<file path="config.mk">
export PLATFORM = sky130hd
export DESIGN_NAME = serial_add_sub
export DESIGN_NICKNAME = d
export VERILOG_FILES = /design/src/rtl/serial_arith_pkg.sv /design/src/rtl/full_adder.sv /design/src/rtl/serial_add_sub.sv
export SDC_FILE = /design/constraint.sdc
export NUM_CORES = 1
export LEC_CHECK = 0
export CORE_MARGIN = 2
export CORE_UTILIZATION = 41
export CTS_BUF_LIST = sky130_fd_sc_hd__clkbuf_8
export CTS_CLUSTER_SIZE = 24
export DETAILED_ROUTE_END_ITERATION = 7
export PLACE_DENSITY = 0.65
export SLEW_MARGIN = 40
export SYNTH_ARGS = -nofsm -noshare
export SYNTH_HDL_FRONTEND = slang
export SYNTH_HIERARCHICAL = 1
export SYNTH_SLANG_ARGS = --single-unit
</file>
<file path="constraint.sdc">
create_clock -name clk -period 3.75 [get_ports clk]
set_clock_uncertainty 0.15 [all_clocks]
set_input_delay 0.375 -clock clk [delete_from_list [all_inputs] [get_ports clk]]
set_output_delay 0.375 -clock clk [all_outputs]
set_load 0.02 [all_outputs]
</file>
<file path="src/rtl/serial_arith_pkg.sv">
// -----------------------------------------------------------------------------
// serial_arith_pkg
//   Shared definitions for the bit-serial arithmetic unit: the FSM state
//   encoding and the default operand width.
//   No ports (package).
// -----------------------------------------------------------------------------
`timescale 1ns/1ps
package serial_arith_pkg;

   // Controller states of the serial adder/subtractor
   typedef enum logic [1:0] {
      S_IDLE  = 2'd0,
      S_SHIFT = 2'd1,
      S_DONE  = 2'd2
   } state_e;

   // Default operand/result width
   localparam int DEFAULT_WIDTH = 8;

endpackage : serial_arith_pkg

</file>
<file path="src/rtl/full_adder.sv">
// -----------------------------------------------------------------------------
// full_adder
//   1-bit full adder cell.
//   Ports:
//     in1, in2 : addend bits
//     cin      : carry in
//     out      : sum bit
//     cout     : carry out
// -----------------------------------------------------------------------------
`timescale 1ns/1ps
module full_adder (
   input  logic in1,
   input  logic in2,
   input  logic cin,
   output logic out,
   output logic cout
);

   // Sum and majority-carry
   always_comb begin
      out  = in1 ^ in2 ^ cin;
      cout = (in1 & in2) | (in1 & cin) | (in2 & cin);
   end

endmodule : full_adder

</file>
<file path="src/rtl/serial_add_sub.sv">
// -----------------------------------------------------------------------------
// serial_add_sub
//   Bit-serial two's-complement adder/subtractor. Operands are captured on an
//   accepted start and processed one bit per clock, LSB first, through a
//   single full_adder cell. Subtraction is a + ~b + 1 (carry-in = 1).
//   Ports:
//     clk       : clock, rising edge
//     rst_n     : synchronous active-low reset
//     start     : request, sampled only while idle
//     sub       : 0 = a+b, 1 = a-b (sampled with start)
//     a, b      : WIDTH-bit operands (sampled with start)
//     busy      : high while shifting and in the done cycle
//     done      : one-cycle pulse, result/cout/overflow valid
//     result    : sum/difference, held until the next accepted start
//     cout      : final carry (for sub: 1 = no borrow)
//     overflow  : signed overflow
// -----------------------------------------------------------------------------
`timescale 1ns/1ps
module serial_add_sub
   import serial_arith_pkg::*;
#(
   parameter int WIDTH = DEFAULT_WIDTH
) (
   input  logic             clk,
   input  logic             rst_n,
   input  logic             start,
   input  logic             sub,
   input  logic [WIDTH-1:0] a,
   input  logic [WIDTH-1:0] b,
   output logic             busy,
   output logic             done,
   output logic [WIDTH-1:0] result,
   output logic             cout,
   output logic             overflow
);

   localparam int CNT_W = $clog2(WIDTH);
   localparam logic [CNT_W-1:0] CNT_LAST = CNT_W'(WIDTH - 1);

   state_e           state_q,    state_d;
   logic [WIDTH-1:0] a_sh_q,     a_sh_d;
   logic [WIDTH-1:0] b_sh_q,     b_sh_d;
   logic             carry_q,    carry_d;
   logic [CNT_W-1:0] cnt_q,      cnt_d;
   logic [WIDTH-1:0] result_q,   result_d;
   logic             cout_q,     cout_d;
   logic             overflow_q, overflow_d;
   logic             busy_q,     busy_d;
   logic             done_q,     done_d;

   logic             fa_s;
   logic             fa_c;

   full_adder u_fa (
      .in1  (a_sh_q[0]),
      .in2  (b_sh_q[0]),
      .cin  (carry_q),
      .out  (fa_s),
      .cout (fa_c)
   );

   // Next-state, datapath and registered-output decode
   always_comb begin
      state_d    = state_q;
      a_sh_d     = a_sh_q;
      b_sh_d     = b_sh_q;
      carry_d    = carry_q;
      cnt_d      = cnt_q;
      result_d   = result_q;
      cout_d     = cout_q;
      overflow_d = overflow_q;
      busy_d     = busy_q;
      done_d     = 1'b0;

      case (state_q)
         S_IDLE: begin
            if (start) begin
               // Subtraction: invert b and inject the +1 through the carry-in
               a_sh_d  = a;
               b_sh_d  = sub ? ~b : b;
               carry_d = sub;
               cnt_d   = {CNT_W{1'b0}};
               busy_d  = 1'b1;
               state_d = S_SHIFT;
            end else begin
               busy_d  = 1'b0;
            end
         end
         S_SHIFT: begin
            a_sh_d   = {1'b0, a_sh_q[WIDTH-1:1]};
            b_sh_d   = {1'b0, b_sh_q[WIDTH-1:1]};
            // Sum bits enter at the MSB so the LSB lands at bit 0 after WIDTH shifts
            result_d = {fa_s, result_q[WIDTH-1:1]};
            carry_d  = fa_c;
            if (cnt_q == CNT_LAST) begin
               // carry_q here is the carry into the MSB
               cout_d     = fa_c;
               overflow_d = carry_q ^ fa_c;
               done_d     = 1'b1;
               state_d    = S_DONE;
            end else begin
               cnt_d      = cnt_q + {{(CNT_W-1){1'b0}}, 1'b1};
            end
         end
         S_DONE: begin
            busy_d  = 1'b0;
            state_d = S_IDLE;
         end
         default: begin
            busy_d  = 1'b0;
            state_d = S_IDLE;
         end
      endcase
   end

   // State and datapath registers with synchronous reset
   always_ff @(posedge clk) begin
      if (!rst_n) begin
         state_q    <= S_IDLE;
         a_sh_q     <= {WIDTH{1'b0}};
         b_sh_q     <= {WIDTH{1'b0}};
         carry_q    <= 1'b0;
         cnt_q      <= {CNT_W{1'b0}};
         result_q   <= {WIDTH{1'b0}};
         cout_q     <= 1'b0;
         overflow_q <= 1'b0;
         busy_q     <= 1'b0;
         done_q     <= 1'b0;
      end else begin
         state_q    <= state_d;
         a_sh_q     <= a_sh_d;
         b_sh_q     <= b_sh_d;
         carry_q    <= carry_d;
         cnt_q      <= cnt_d;
         result_q   <= result_d;
         cout_q     <= cout_d;
         overflow_q <= overflow_d;
         busy_q     <= busy_d;
         done_q     <= done_d;
      end
   end

   assign busy     = busy_q;
   assign done     = done_q;
   assign result   = result_q;
   assign cout     = cout_q;
   assign overflow = overflow_q;

endmodule : serial_add_sub
</file>
==> summary by stage <==
Run status
The run finished with clean final reports.

Route
The pre-antenna-repair detailed-routing pass consisted of 4 iterations. The routed layout has 1293 vias. After detailed routing, the number of remaining DRC violations is 0. For this block, the routed nets add up to 3140 um of wire. The number of DRC markers after the initial detailed-route iteration is 70.

The via density per instance is 5.32. The count of nets left with antenna violations once routing finished came out at 0. Dividing the detail-routed wire length by the instance count gives 12.9 um.

Synthesis
Among all flip-flop cells after synthesis, the most frequent one is sky130_fd_sc_hd__dfxtp_1. After synthesis, the netlist uses 32 different library cells. In the synthesized netlist, the number of instances is 169.

The area share of the largest cell type after synthesis is 45.3%. The number of warnings reported in the yosys synthesis log is 6. Sequential cells were found to cover 45.3% of the synthesized design area. In the synthesized netlist the async set-or-reset flop fraction comes to 0%. After synthesis, the mean cell area works out to 8.89 um^2. The mapped cell area is 1500 um^2. After synthesis the netlist holds a flip-flop and latch count of 34. After synthesis, the cell types taking the most area are sky130_fd_sc_hd__dfxtp_1 45%, sky130_fd_sc_hd__a21oi_1 7.0%, sky130_fd_sc_hd__nand2_1 5.0%, sky130_fd_sc_hd__o21ai_0 5.0%, sky130_fd_sc_hd__xnor2_1 4.7%. Counting every net in the synthesized netlist gives 192. The synthesized design contains 0 enable-type register cells. The commonest cells after synthesis are 34 x sky130_fd_sc_hd__dfxtp_1, 21 x sky130_fd_sc_hd__a21oi_1, 20 x sky130_fd_sc_hd__nand2_1. The most frequently used cell type in the post-synthesis netlist is sky130_fd_sc_hd__dfxtp_1. The cell accounting for the most synthesized area is sky130_fd_sc_hd__dfxtp_1.

Global routing
The wire length of the first global-routing pass is 5600 um. The initial antenna violation count is 0. Entering global routing, the biggest net connects 26 pins. For this run, global-route usage on met2 was measured as 27.1%. The met3 track demand over resource is 4.86%. Across every metal layer, demand over resource in global routing totals 17.1%. After global routing the overflow that remains totals 0. The number of global-route vias before repair is 1258. The peak-usage layer in the global routing report is met2.

In the global route stage, met1 resource usage came out at 21.0%.

Worst setup path
The class of the most critical setup path is in -> reg. The stage delay of the slowest cell on the critical path is 0.77 ns. The category of the worst setup path capture point is a flip-flop. Along the worst path, the maximum fanout reaches 18. In this run the register-to-register setup slack is 1.85 ns. STA classifies the critical path startpoint as an input pin.

The largest individual stage delay along the critical path comes from the cell sky130_fd_sc_hd__clkdlybuf4s50_1. STA puts the critical path data required time at 3.79 ns. The critical path goes through clkdlybuf4s50_1 -> clkinv_1 -> a211oi_1. At the worst endpoint, the arrival time is 2.05 ns.

Timing
For this run, the top clock speed supported by timing is 0.498 GHz. Setup repair after global routing left no endpoint under its margin. Headroom to the max-slew limit came out at 53.7%. The final-report max-slew violation count is 0. Hold timing on the final database bottoms out at a slack of 0.309 ns. The number of hold violations in the final report was 0. Setup violations remaining at the end of the flow were counted as 0. In the finished design, the share of the clock period the worst path needs comes to 53.5%. For the pin with the worst max-slew slack, the measured transition is 0.693 ns. For the finished layout, the period the worst path requires is 2.01 ns. The final sum of negative setup slack is 0 ns.

Clock tree
The clock net sink count is 34. The maximum level of the CTS H-tree is 2. In this run, CTS created clock tree buffers numbering 5. The buffer cell driving the clock tree root is sky130_fd_sc_hd__clkbuf_8.

The source-to-sink clock delay at the later pin of the worst-skew pair is 0.29 ns. Gates resized during post-CTS repair numbered 0. The clock passes through at most 2 buffers. The hold-fix buffer count after cts is 0. The TritonCTS clock tree is done. In this run the post-CTS setup repair buffer count came out at 0. After clock tree synthesis, the clock-pin slew on the worst setup and hold paths is 0.07 ns.

Power and ir drop
Sequential cells account for 50.9% of the total power. The worst-case IR drop observed on VDD is 0.186 mV. The analysis attributes to cell leakage a power of 0.658 nW. In this run, the clock network consumes 36.3% of the power. Summed over all nets, the switching power comes to 202 uW. The fraction of power consumed by combinational cells is 12.8%. The switching fraction of total power is 25.8%. The total internal power is 581 uW.

Dividing total power by cell area gives a power density of 410 nW/um^2.

Final layout
The total of fill cells in the finished design is 321. The antenna diode instance count is 0. The area of the multi-input gates is 746 um^2. The net count of the finished layout is 219.

The share of layout cells above drive strength 1 is 6.60%. From synthesis to final layout, the design area changed by 27.0%. The post-layout instance count excluding filler cells is 243. The cell area after layout is 1910 um^2. In the final layout, flip-flops and latches occupy 681 um^2.

Floorplan
The initial cell density of the core is 44.0%. The die covers 4170 um^2. The y dimension of the die is 64.5 um.

The number of ports placed on the die boundary is 32. The core region is 3420 um^2. The die outline width is 64.5 um. The row count is 21.

Placed design
In this run the tool buffered the top-level ports with 31 buffer cells. Detailed placement ended at an HPWL of 2220 um. After detailed placement, the total cell area comes to 1810 um^2. The number of placed instances with taps included is 235. Routability-driven placement finished with a final weighted congestion of 0.730.

Job
Max-cap violations in this run came to 0.

Hold path
The classification of the worst-slack hold path is reg -> reg.
-- layer usage --
| layer | vias to the layer above | routed length (um) |
|---|---|---|
| met5 | - | 0 |
| met4 | 0 | 59 |
| li1 | 654 | - |
| met3 | 6 | 166 |
| met1 | 598 | 1430 |
| met2 | 35 | 1490 |
-- cell type report --
cell class	count	share of cell area [%]
multi-input cells	119	39.1
flip-flops and latches	34	35.7
repair buffers	31	16.3
clock buffers	6	4.33
well taps	46	3.02
inverters	5	0.984
clock inverters	2	0.656
-- per-stage QoR --
step                util, %  worst slack [ns]  total power, mW
detailed placement     53.1              1.46            0.507
global placement       53.1              1.51            0.505
finish                 55.9              1.74            0.783
floorplan                 -              2.25            0.469
global route           55.9              1.54            0.819
CTS                    55.9              1.76            0.790
-- power by group through the flow --
stage                     Sequential, mW  Combinational [mW]  Clock [mW]
final                              0.398               0.101       0.284
after global routing               0.401               0.114       0.304
after CTS                          0.398               0.101       0.291
after detailed placement           0.406               0.101           0
after global placement             0.406              0.0990           0
after floorplan                    0.404              0.0657           0
-- worst max-delay path, delay by kind of cell --
kind                   cells  cell delay [ns]
AOI/OAI and AO/OA          1             0.35
buffers and inverters      2             1.32
-- registers in the layout, summed over array words and instances (netlist names) --
signal    count
a_sh_q        8
cnt_q         3
cout          1
result        8
state_q       2
busy          1
done          1
overflow      1
b_sh_q        8
carry_q       1
-- kinds of logic (layout without fill, tap and decap cells) --
family | after synthesis | in the layout | synth area share, %
mux | 1 | 1 | 0.666
xor+xnor | 9 | 9 | 5.25
fa+ha+maj | 3 | 3 | 3.00
buf+inv | 16 | 44 | 5.08
flops | 34 | 34 | 45.3
simple gates | 47 | 47 | 16.3
compound gates | 59 | 59 | 24.4
-- final timing paths --
| kind | from | endpoint | cells after the start |
|---|---|---|---|
| worst max-delay path | rst_n | a_sh_q[6] | 3 |
| worst min-delay path | busy | busy | 2 |
| worst max register to register | state_q[0] | overflow | 3 |
| worst min register to register | busy | busy | 2 |
-- layout by cell type, fill, tap and decap left out, types with 2 or more instances in the layout --
master / count
sky130_fd_sc_hd__clkbuf_8: 6
sky130_fd_sc_hd__xnor2_1: 8
sky130_fd_sc_hd__clkdlybuf4s50_1: 31
sky130_fd_sc_hd__or3b_1: 5
sky130_fd_sc_hd__nor2_1: 12
sky130_fd_sc_hd__a32oi_1: 2
sky130_fd_sc_hd__nor3_1: 2
sky130_fd_sc_hd__inv_1: 4
sky130_fd_sc_hd__ha_1: 2
sky130_fd_sc_hd__dfxtp_1: 34
sky130_fd_sc_hd__a22oi_1: 2
sky130_fd_sc_hd__or3b_2: 2
sky130_fd_sc_hd__o221ai_1: 7
sky130_fd_sc_hd__o21ai_0: 15
sky130_fd_sc_hd__nand2_1: 20
sky130_fd_sc_hd__a21oi_1: 21
sky130_fd_sc_hd__a211oi_1: 8
No activity file was read; power rests on OpenSTA's default activity.
